$ cat src/rtl/bldc_hall_pkg.sv
// Shared definitions for the hall-sensor decoder: code map, angle table,
// FSM encoding and sector modulo-6 helpers.
package bldc_hall_pkg;

    typedef enum logic {
        ST_INIT = 1'b0,
        ST_RUN  = 1'b1
    } state_t;

    // Sector ring is 0..5; these bound the modulo-6 wrap.
    localparam logic [2:0] SECTOR_FIRST = 3'd0;
    localparam logic [2:0] SECTOR_LAST  = 3'd5;

    // Sector start angles on the 16-bit electrical-revolution scale.
    localparam logic [15:0] ANGLE_S0 = 16'd0;
    localparam logic [15:0] ANGLE_S1 = 16'd10923;
    localparam logic [15:0] ANGLE_S2 = 16'd21845;
    localparam logic [15:0] ANGLE_S3 = 16'd32768;
    localparam logic [15:0] ANGLE_S4 = 16'd43691;
    localparam logic [15:0] ANGLE_S5 = 16'd54613;

    typedef struct packed {
        logic       valid;
        logic [2:0] sector;
    } hall_dec_t;

    // Hall code {A,B,C} to sector; 000 and 111 cannot occur on a healthy motor.
    function automatic hall_dec_t hall_decode(input logic [2:0] code);
        hall_dec_t d;
        d.valid  = 1'b1;
        d.sector = 3'd0;
        case (code)
            3'b001:  d.sector = 3'd0;
            3'b011:  d.sector = 3'd1;
            3'b010:  d.sector = 3'd2;
            3'b110:  d.sector = 3'd3;
            3'b100:  d.sector = 3'd4;
            3'b101:  d.sector = 3'd5;
            default: d.valid  = 1'b0;
        endcase
        return d;
    endfunction

    function automatic logic [15:0] sector_angle(input logic [2:0] s);
        logic [15:0] a;
        case (s)
            3'd0:    a = ANGLE_S0;
            3'd1:    a = ANGLE_S1;
            3'd2:    a = ANGLE_S2;
            3'd3:    a = ANGLE_S3;
            3'd4:    a = ANGLE_S4;
            3'd5:    a = ANGLE_S5;
            default: a = ANGLE_S0;
        endcase
        return a;
    endfunction

    function automatic logic [2:0] sector_inc(input logic [2:0] s);
        return (s == SECTOR_LAST) ? SECTOR_FIRST : s + 3'd1;
    endfunction

    function automatic logic [2:0] sector_dec(input logic [2:0] s);
        return (s == SECTOR_FIRST) ? SECTOR_LAST : s - 3'd1;
    endfunction

endpackage

$ cat src/rtl/bldc_hall_debounce.sv
// Hall input conditioning: 2-FF synchronizer followed by a stability counter.
// A code is accepted once it has been seen DEBOUNCE consecutive samples and
// differs from the last accepted code; accept is a one-cycle strobe.
// With BLDC_HALL_GLITCH_CNT_EN defined a glitch pulse is also produced
// whenever the code changes before reaching stability.
module bldc_hall_debounce #(
    parameter int DEBOUNCE = 4
) (
    input  logic       clk,
    input  logic       rst,
    input  logic [2:0] hall,
    output logic [2:0] code,
    output logic       accept
`ifdef BLDC_HALL_GLITCH_CNT_EN
    ,
    output logic       glitch
`endif
);
    import bldc_hall_pkg::*;

    localparam logic [7:0] DB = 8'(DEBOUNCE);

    logic [2:0] sync1, sync2, cand;
    logic [7:0] cnt, cnt_nxt;
    logic       reached;

    // Run length of the current synchronized code and first-time stability detect
    always_comb begin
        cnt_nxt = (sync2 != cand) ? 8'd1 : ((cnt < DB) ? cnt + 8'd1 : cnt);
        reached = (cnt_nxt == DB) && ((cnt != DB) || (sync2 != cand));
    end

    // Synchronizer, candidate tracking and accept strobe. The counter starts
    // saturated so the reset-state code is neither accepted nor a glitch.
    always_ff @(posedge clk or posedge rst) begin
        if (rst) begin
            sync1  <= 3'b000;
            sync2  <= 3'b000;
            cand   <= 3'b000;
            cnt    <= DB;
            code   <= 3'b000;
            accept <= 1'b0;
        end else begin
            sync1  <= hall;
            sync2  <= sync1;
            cand   <= sync2;
            cnt    <= cnt_nxt;
            accept <= reached && (sync2 != code);
            if (reached && (sync2 != code))
                code <= sync2;
        end
    end

`ifdef BLDC_HALL_GLITCH_CNT_EN
    // Code abandoned before it became stable
    always_ff @(posedge clk or posedge rst) begin
        if (rst) glitch <= 1'b0;
        else     glitch <= (sync2 != cand) && (cnt < DB);
    end
`endif

endmodule

$ cat src/rtl/bldc_hall.sv
// Hall-sensor decoder for the BLDC driver feedback path. Produces electrical
// angle, sector, signed step position, direction and step period.
// Optional: BLDC_HALL_GLITCH_CNT_EN builds the rejected-glitch counter;
// without it glitch_cnt reads 0.
module bldc_hall #(
    parameter int          DEBOUNCE     = 4,
    parameter int          TIMEOUT      = 10000000,
    parameter logic [15:0] ANGLE_OFFSET = 16'd0
) (
    input  logic        clk,
    input  logic        rst,
    input  logic        hall_a,
    input  logic        hall_b,
    input  logic        hall_c,
    input  logic        err_clear,
    output logic [15:0] feedback,
    output logic [2:0]  sector,
    output logic [31:0] position,
    output logic        direction,
    output logic [31:0] period,
    output logic        period_valid,
    output logic        error,
    output logic [15:0] glitch_cnt
);
    import bldc_hall_pkg::*;

    localparam logic [31:0] TO = 32'(TIMEOUT);

    state_t     state, state_nxt;
    logic [2:0] acc_code;
    logic       accept;
    hall_dec_t  dec;
    logic       ev_load, ev_fwd, ev_rev, ev_skip, err_set;
    logic [2:0] sector_nxt;
    logic [31:0] pcnt;

`ifdef BLDC_HALL_GLITCH_CNT_EN
    logic glitch;
`endif

    bldc_hall_debounce #(.DEBOUNCE(DEBOUNCE)) u_debounce (
        .clk    (clk),
        .rst    (rst),
        .hall   ({hall_a, hall_b, hall_c}),
        .code   (acc_code),
        .accept (accept)
`ifdef BLDC_HALL_GLITCH_CNT_EN
        ,
        .glitch (glitch)
`endif
    );

    // FSM state register
    always_ff @(posedge clk or posedge rst) begin
        if (rst) state <= ST_INIT;
        else     state <= state_nxt;
    end

    // FSM next state: leave INIT on the first valid accepted code
    always_comb begin
        state_nxt = state;
        if (state == ST_INIT && ev_load)
            state_nxt = ST_RUN;
    end

    // FSM outputs: classify each accepted code into load/step/skip/error events
    always_comb begin
        dec     = hall_decode(acc_code);
        ev_load = 1'b0;
        ev_fwd  = 1'b0;
        ev_rev  = 1'b0;
        ev_skip = 1'b0;
        err_set = 1'b0;
        if (accept) begin
            case (state)
                ST_INIT: begin
                    if (dec.valid) ev_load = 1'b1;
                    else           err_set = 1'b1;
                end
                ST_RUN: begin
                    if (!dec.valid)
                        err_set = 1'b1;
                    else if (dec.sector == sector_inc(sector))
                        ev_fwd = 1'b1;
                    else if (dec.sector == sector_dec(sector))
                        ev_rev = 1'b1;
                    else if (dec.sector != sector) begin
                        ev_skip = 1'b1;
                        err_set = 1'b1;
                    end
                end
                default: ;
            endcase
        end
        sector_nxt = (ev_load || ev_fwd || ev_rev || ev_skip) ? dec.sector : sector;
    end

    // Sector, angle, position, direction, period measurement and sticky error
    always_ff @(posedge clk or posedge rst) begin
        if (rst) begin
            sector       <= 3'd0;
            feedback     <= ANGLE_OFFSET;
            position     <= 32'd0;
            direction    <= 1'b1;
            period       <= 32'd0;
            period_valid <= 1'b0;
            error        <= 1'b0;
            pcnt         <= 32'd0;
        end else begin
            sector   <= sector_nxt;
            feedback <= sector_angle(sector_nxt) + ANGLE_OFFSET;
            error    <= err_set | (error & ~err_clear);
            if (ev_fwd || ev_rev) begin
                position  <= ev_fwd ? position + 32'd1 : position - 32'd1;
                direction <= ev_fwd;
                // A saturated counter means the previous step is too old to time
                if ((ev_fwd == direction) && (pcnt < TO)) begin
                    period       <= pcnt + 32'd1;
                    period_valid <= 1'b1;
                end else begin
                    period_valid <= 1'b0;
                end
                pcnt <= 32'd0;
            end else if (ev_load || ev_skip) begin
                pcnt <= 32'd0;
            end else if (pcnt < TO) begin
                pcnt <= pcnt + 32'd1;
                if (pcnt == TO - 32'd1) begin
                    period       <= 32'd0;
                    period_valid <= 1'b0;
                end
            end
        end
    end

`ifdef BLDC_HALL_GLITCH_CNT_EN
    // Saturating count of rejected glitches, cleared along with the error
    always_ff @(posedge clk or posedge rst) begin
        if (rst)
            glitch_cnt <= 16'd0;
        else if (err_clear)
            glitch_cnt <= 16'd0;
        else if (glitch && glitch_cnt != 16'hFFFF)
            glitch_cnt <= glitch_cnt + 16'd1;
    end
`else
    assign glitch_cnt = 16'd0;
`endif

endmodule

$ cat config.mk
export PLATFORM = sky130hd
export DESIGN_NAME = bldc_hall
export DESIGN_NICKNAME = d
export VERILOG_FILES = /design/src/rtl/bldc_hall_pkg.sv /design/src/rtl/bldc_hall_debounce.sv /design/src/rtl/bldc_hall.sv
export SDC_FILE = /design/constraint.sdc
export NUM_CORES = 1
export LEC_CHECK = 0
export CAP_MARGIN = 10
export CORE_AREA = 2 2 133 103
export DETAILED_ROUTE_END_ITERATION = 12
export DIE_AREA = 0 0 135 105
export PLACE_DENSITY = 0.87
export SETUP_SLACK_MARGIN = 0.3
export SLEW_MARGIN = 20
export SYNTH_ARGS = -nofsm -noshare
export SYNTH_HDL_FRONTEND = slang
export SYNTH_SLANG_ARGS = --single-unit
$ cat constraint.sdc
create_clock -name clk -period 9.7 [get_ports clk]
set_clock_uncertainty 0.15 [all_clocks]
set_input_delay 2.425 -clock clk [delete_from_list [all_inputs] [get_ports clk]]
set_output_delay 2.425 -clock clk [all_outputs]
set_load 0.1 [all_outputs]
Yosys cells after proc, flatten, opt, wreduce, memory -nomap -nowiden
Index checks and enable logic that the tools add are counted.

word-level totals
  memories kept = 0
  latch bits = 0
  bits in registers = 140
  bits in writable memories = 0
  bits in read-only memories = 0
  input port bits = 6
  logic and storage cells = 111

cells by class
  bitwise logic cells = 4
  $add $sub $neg = 6
  reduce and logical (&&, ||, !) cells = 17
  eq/ne operators = 23
  shift-type cells = 0
  multipliers = 0
  divide/modulo/power cells = 0
  mux-type cells = 44
  magnitude comparators = 2

operators with widths
  operator                 number
  $mux W32                 9
  $pmux W16 S5             1
  $add A32 B1 Y32 const B  2
  $eq A32 B24 Y1 const B   1
  $lt A32 B24 Y1 const B   1
  $sub A32 B1 Y32 const B  1
  $mux W1                  27
  $eq A3 B3 Y1 const B     6
  $mux W8                  2
  $pmux W3 S5              1
  $eq A3 B2 Y1 const B     4
  $mux W3                  3
  $ne A3 B3 Y1             3
  $add A8 B1 Y8 const B    1
  $eq A8 B3 Y1 const B     1
  $lt A8 B3 Y1 const B     1
  $ne A8 B3 Y1 const B     1
  $eq A3 B1 Y1 const B     2
  $eq A3 B3 Y1             2
  $logic_or A1 B1 Y1       6
  $reduce_or A6 Y1         1
  $logic_and A1 B1 Y1      4
  $reduce_and A4 Y1        1
  $reduce_bool A2 Y1       2
  12 further kinds         13

Logic depth before layout (Yosys ltp)
Gate-level depths: netlist of run 1.

  depth after elaboration = 13
  mapped depth = 14

Cells and area by module
A second synthesis of run 1 with hierarchy kept.

unflattened totals
  cell total of the unflattened synthesis = 801
  area, all modules = 7,574.8 um2

modules (own cells, without submodules)
  module              times used  cells an instance  area each (um2)
  bldc_hall           1           746                6,750.2
  bldc_hall_debounce  1           55                 824.5

Worst setup path after synthesis of run 1
OpenSTA, ideal clock, no wires.

  path kind = register to register
  start = register sector[2]
  end = register position[31]
  library setup time = 0.131 ns
  stages on the path, launching flop included = 13
  data required time = 9.419 ns
  arrival time = 5.761 ns
  setup slack = 3.658 ns
  clock period less this slack = 6.042 ns
  buffers on the path = 0
  cell sequence = dfrtp_1 nand2b_1 nor3_1 o311ai_1 ha_1 a21oi_2 nand4b_4 a2111o_1 a2111o_1 a21oi_2 nor3_1 o22a_1 or3_1

between the ends
  cells in the longest elaborated chain, start to end = 9

ends and longest elaborated chain
  item                                               line                 text
  start, declared                                    bldc_hall.sv:17      output logic [2:0] sector,
  start signal, assigned                             bldc_hall.sv:110     sector <= sector_nxt;
  $sub A3 B1 Y3 or $logic_not A3 Y1 (tied branches)  bldc_hall_pkg.sv:63  return (s == SECTOR_FIRST) ? SECTOR_LAST : s - 3'd1;
  $mux W3                                            bldc_hall_pkg.sv:63
  $eq A3 B3 Y1                                       bldc_hall.sv:85      else if (dec.sector == sector_dec(sector))
  $mux W1                                            bldc_hall.sv:85
  $mux W1                                            bldc_hall.sv:83      else if (dec.sector == sector_inc(sector))
  $mux W1                                            bldc_hall.sv:81      if (!dec.valid)
  $mux W1                                            bldc_hall.sv:75      case (state)
  $mux W1                                            bldc_hall.sv:74      if (accept) begin
  $logic_or A1 B1 Y1                                 bldc_hall.sv:113     if (ev_fwd || ev_rev) begin
  end signal, assigned                               bldc_hall.sv:114     position <= ev_fwd ? position + 32'd1 : position - 32'd1;
  end, declared                                      bldc_hall.sv:18      output logic [31:0] position,

Parallel ways exist; a longest one is shown, timed or not.
A chain may end at the register's enable or synchronous reset.

Worst setup path after layout of run 1
  start = register sector[0]
  end = output port sector[0]

No word-level cell between the ends.

==> results of run 1 <==
-- stage by stage --
stage               setup slack [ns]  cells  hold slack (ns)  area [sq um]
floorplan                       3.66    823            0.181          7660
global placement                5.16   1030            0.185          8490
detailed placement              5.14   1030            0.190          8490
CTS                             4.72   1060            0.210          9070
global route                    4.60   1060            0.219          9080
finish                          4.69   1060            0.208          9080
-- cell type report --
cell class | count | share of cell area
clock buffers | 21 | 0.0518
well taps | 171 | 0.0236
flip-flops and latches | 128 | 0.353
clock inverters | 9 | 0.0121
inverters | 21 | 0.00896
multi-input cells | 611 | 0.443
repair buffers | 99 | 0.107
-- logic make-up (layout without fill, tap and decap cells) --
logic type | after synthesis | count (layout)
mux | 1 | 1
flops | 128 | 128
buf+inv | 84 | 150
simple gates | 303 | 303
fa+ha+maj | 34 | 34
xor+xnor | 74 | 74
other cells | 1 | 16
compound gates | 183 | 183
-- power by group through the flow --
| stage | clock network [uW] | registers [uW] | logic [uW] |
|---|---|---|---|
| finish | 630 | 564 | 71.8 |
| global route | 663 | 565 | 79.0 |
| CTS | 634 | 563 | 72.4 |
| detailed placement | 0 | 572 | 71.9 |
| global placement | 0 | 571 | 70.3 |
| floorplan | 0 | 565 | 69.6 |
-- flip-flops by register name (all words and copies together) (netlist names), 3 cells and up --
| signal | flops |
|---|---|
| feedback | 4 |
| pcnt | 32 |
| period | 32 |
| position | 32 |
| sector | 3 |
| u_debounce.cand | 3 |
| u_debounce.cnt | 8 |
| u_debounce.code | 3 |
| u_debounce.sync1 | 3 |
| u_debounce.sync2 | 3 |
-- final timing paths --
kind | startpoint | end | slack (ns) | depth (start not counted)
min | u_debounce.sync1[0] | u_debounce.sync2[0] | 0.21 | 0
max in group asynchronous | rst | position[20] | 5.99 | 3
max reg2reg | u_debounce.code[0] | position[29] | 5.09 | 13
min in group asynchronous | rst | position[0] | 2.31 | 2
min reg2reg | u_debounce.sync1[0] | u_debounce.sync2[0] | 0.21 | 0
max | sector[0] | sector[0] | 4.69 | 1
-- routing by layer --
layer / routed length [um] / vias to the layer above
met5: 0 / -
met1: 8260 / 3023
met4: 175 / 0
met3: 1270 / 18
met2: 8020 / 238
li1: - / 2967
-- placed cells by master (no fill, tap or decap), types with 23 or more instances in the layout --
cell,n
dfrtp_1,126
clkdlybuf4s50_1,91
nor2_1,78
nand2_1,61
a21oi_1,45
xor2_1,42
nand3_1,35
ha_1,33
xnor2_1,32
and2_1,27
o21ai_0,26
o2bb2ai_1,23
==> out/results.ini, run 1 <==
[layout]
final_util = 0.710
finalNetCount = 918
n_antenna_cell = 0
seq_area_sq_um = 3210
fillers = 949
multi_input_area_sq_um = 4020
drive_gt1_frac = 0.0607
layout-area-overhead-vs-synth_pct = 19.3

[synth]
yosysTopAreaCellShare = 0.415
synth_simple_gate_area_frac = 0.204
synth_top_family_by_area = simple AND/OR/NAND/NOR gates
synth-adder-area-share = 0.0569
synth_xor_area_frac = 0.0852
synth-seq-cells = 128
async_flop_share = 1.00
synth_area_leaders = dfrtp_1, ha_1, xor2_1
ys_top_cells_by_count = dfrtp_1, nor2_1, nand2_1
synth-compound-area-share = 0.171
postSynthAreaPerCell_sq_um = 9.41
syn_area_sq_um = 7600
synth-seq-area-share = 0.422
yosysMostFrequentCell = dfrtp_1
postSynthCellCount = 808
muxShareOfSynthArea = 0.00132
synth_ff_type = dfrtp_1
yosys.cell_types.count = 74
synth_edf_count = 0
yosysWarnings = 0
yosys.area.top_type = dfrtp_1

[critical_path]
start_kind = flip-flop
endpoint_kind = primary output
critPathMaxFanout = 22
cpPeakStageDelay_ns = 1.26
arrival_ns = 2.44
crit_slowest_cell = clkdlybuf4s50_1
crit_type = flip-flop to primary output
path_cells = clkdlybuf4s50_1
required_ns = 7.13
crit_family = buffers and inverters
crit_buf_inv = 1

[die]
rows = 36
die_area_sq_um = 14200
die_x_um = 135
die_h_um = 105
coreArea_sq_um = 12800
start_util = 0.594
boundaryPins = 108

[cts]
cts.repair.resized = 0
cts_buffers = 17
cts_hold_buf = 0
clkTransAtPathRegs_ns = 0.05
clk_latency_ns = 0.41
clock_sinks = 128
ctsRootBufferMaster = clkbuf_16
clock_path_buffers = 2
cts_tree = yes
htreeDepth = 4
cts_setup_buffers = 0

[timing]
setup_tns_ns = 0
finalMaxSlewViolations = 0
relSlewSlack = 0.298
max_freq_mhz = 199
tightest_slew_ns = 1.05
final.min_clock_period_ns = 5.01
finalSetupViolations = 0
fin_crit_sh = 0.517
hold_violations = 0
rsz0062_at_grt = false

[global_routing]
grt_max_degree = 83
groute.layer.met3.usage = 0.0573
grt.busiest_layer = met2
grt_pass1_wl_um = 29800
track_usage = 0.261
grt_use_met1 = 0.375
use_met2 = 0.398
antenna_found_initial = 0
grt_pass1_vias = 5975
global_route.overflow_total = 0

[hold_path]
hp-class = flip-flop to flip-flop

[place]
place_congestion = 0.876
io_buffers = 91
dp_hpwl_um = 11500

[routing]
first_pass_iters = 6
first_iter_violations = 591
ant_nets = 0
routed_via_density = 5.89
wire_per_inst_um = 16.7
dr_total_vias = 6246
remaining_drc_errors = 0
wirelength_um = 17700

[power]
p_sw_uw = 306
report.power.total_uw = 1260
combPwrFrac = 0.057
pwr-share-clk = 0.498
p_int_uw = 959
leakage_uw = 0.00432
p_sw_frac = 0.242
p_seq_frac = 0.446
ir_drop_uv = 134
cellPowerDensity_nw_per_um2 = 139

[run]
maxCapViolations = 0

[run_status]
run_status = complete, no violations

No activity file was read; power rests on OpenSTA's default activity.
==> inputs of run 2 (changes only) <==
Settings changed: CORE_AREA 2 2 133 103 to 2 2 146 112, DIE_AREA 0 0 135 105 to 0 0 148 114, PLACE_DENSITY 0.87 to 0.77.
Clock period 9.7 ns to 4.52 ns, I/O delays scaled along.
==> run 2 against run 1 <==
  * Cell area increased by 4.6%
  * Final cell count grew 5.9%
  * Largest power group unchanged
  * Flip-flop and latch count unchanged
  * Core utilization shrank 10 points
  * Critical path type is now flip-flop to flip-flop
  * Sequential share of layout area shrank 1.5 points
==> out/results.ini, run 2 (synthesis results as in run 1) <==
[routing]
first_pass_iters = 5
remaining_drc_errors = 0
wire_per_inst_um = 15.6
routed_via_density = 5.53
dr_total_vias = 6213
first_iter_violations = 438
ant_nets = 0
wirelength_um = 17500

[layout]
drive_gt1_frac = 0.105
layout-area-overhead-vs-synth_pct = 24.9
n_antenna_cell = 0
finalNetCount = 941
layout_commonest_cell = dfrtp_1
final_cell_mix = dfrtp_1, clkdlybuf4s50_1, nor2_1
stdcell_area_sq_um = 9500
fillers = 1310
reg.largest.list = pcnt (32), period (32), position (32)
final_util = 0.608

[timing]
tightest_slew_ns = 1.03
finalSetupViolations = 0
hold_violations = 0
fin_crit_sh = 0.910
relSlewSlack = 0.310
max_freq_mhz = 243
setup_tns_ns = 0
setup_ws_ns = 0.406
final.min_clock_period_ns = 4.11
rsz0062_at_grt = false
finalMaxSlewViolations = 0

[cts]
clkTransAtPathRegs_ns = 0.05
clock_sinks = 128
ctsRootBufferMaster = clkbuf_16
cts_hold_buf = 0
htreeDepth = 4
cts_tree = yes
cts_buffers = 17
clock_path_buffers = 2
clk_latency_ns = 0.42

[global_routing]
track_usage = 0.212
grt_max_degree = 129
global_route.overflow_total = 0
grt_pass1_wl_um = 28500
antenna_found_initial = 0
grt_pass1_vias = 5759

[critical_path]
arrival_ns = 4.25
endpoint_kind = flip-flop
r2r_slack_ns = 0.41
crit_type = flip-flop to flip-flop
required_ns = 4.66
critPathMaxFanout = 13
start_kind = flip-flop

[place]
post-place-ws_ns = 0.163
place_congestion = 0.888
post_dp_cell_area_sq_um = 8630
dp_hpwl_um = 11400
io_buffers = 91

[hold_path]
hp-class = flip-flop to flip-flop

[power]
ir_drop_uv = 232
pwr-share-clk = 0.495
cellPowerDensity_nw_per_um2 = 286
report.power.total_uw = 2720
p_sw_frac = 0.240
leakage_uw = 0.00444
p_int_uw = 2070
p_sw_uw = 652
p_seq_frac = 0.442
combPwrFrac = 0.062

[die]
start_util = 0.487
boundaryPins = 108
die_x_um = 148
rows = 40
die_h_um = 114
die_area_sq_um = 16900
coreArea_sq_um = 15600

[run_status]
run_status = complete, no violations

[run]
maxCapViolations = 0

run 2: final timing paths:
path / from / to / depth (start not counted)
worst max-delay path: u_debounce.code[1] / position[31] / 14
worst min-delay path: u_debounce.sync1[0] / u_debounce.sync2[0] / 0
worst max register to register: u_debounce.code[1] / position[31] / 14
worst min register to register: u_debounce.sync1[0] / u_debounce.sync2[0] / 0
max in group asynchronous: rst / pcnt[9] / 3
min in group asynchronous: rst / position[3] / 3
run 2: area by class of cell:
type / instances / area [sq um] / share of cell area
tap: 210 / 263 / 0.0277
inverter: 21 / 82.6 / 0.00869
timing repair buffer: 121 / 1170 / 0.124
clock buffer: 22 / 474 / 0.0499
sequential: 128 / 3210 / 0.338
multi-input combinational: 612 / 4180 / 0.441
clock inverter: 9 / 109 / 0.0115
run 2: critical path, cell delays in order, from the launching register on:
cell and delay [ns]:
dfrtp_2 0.43, buf_4 0.18, or3_1 0.43, a21oi_4 0.18, buf_4 0.16, o311ai_4 0.17
buf_4 0.22, ha_2 0.37, nand2_1 0.06, a2111o_1 0.34, a2111o_1 0.48, a21oi_4 0.20
nor3_2 0.08, o22a_1 0.20, or3_1 0.34
run 2: timing repair:
action / CTS / global route
setup buffers: 4 / 8
resized for setup: 4 / 25
endpoints found under the setup margin: 9 / 14
pin swaps: 1 / 7
gates cloned: 1 / 0
run 2: power by group through the flow:
stage                     sequential, uW  clock, uW  combinational [uW]
after CTS                           1200       1370                 166
after global placement              1220          0                 161
after global routing                1210       1430                 188
after detailed placement            1220          0                 163
after floorplan                     1210          0                 150
final                               1200       1350                 170
run 2: stage by stage:
stage	hold slack, ns	std cells
final	0.201	1123
after global routing	0.214	1123
after CTS	0.204	1115
after detailed placement	0.191	1079
after global placement	0.185	1079
after floorplan	0.181	823
run 2: metal layers:
metal | global-route usage | share of wire
met2 | 0.321 | 0.45
met1 | 0.306 | 0.48
met5 | 0 | 0
met3 | 0.0496 | 0.054
met4 | 0.0597 | 0.012
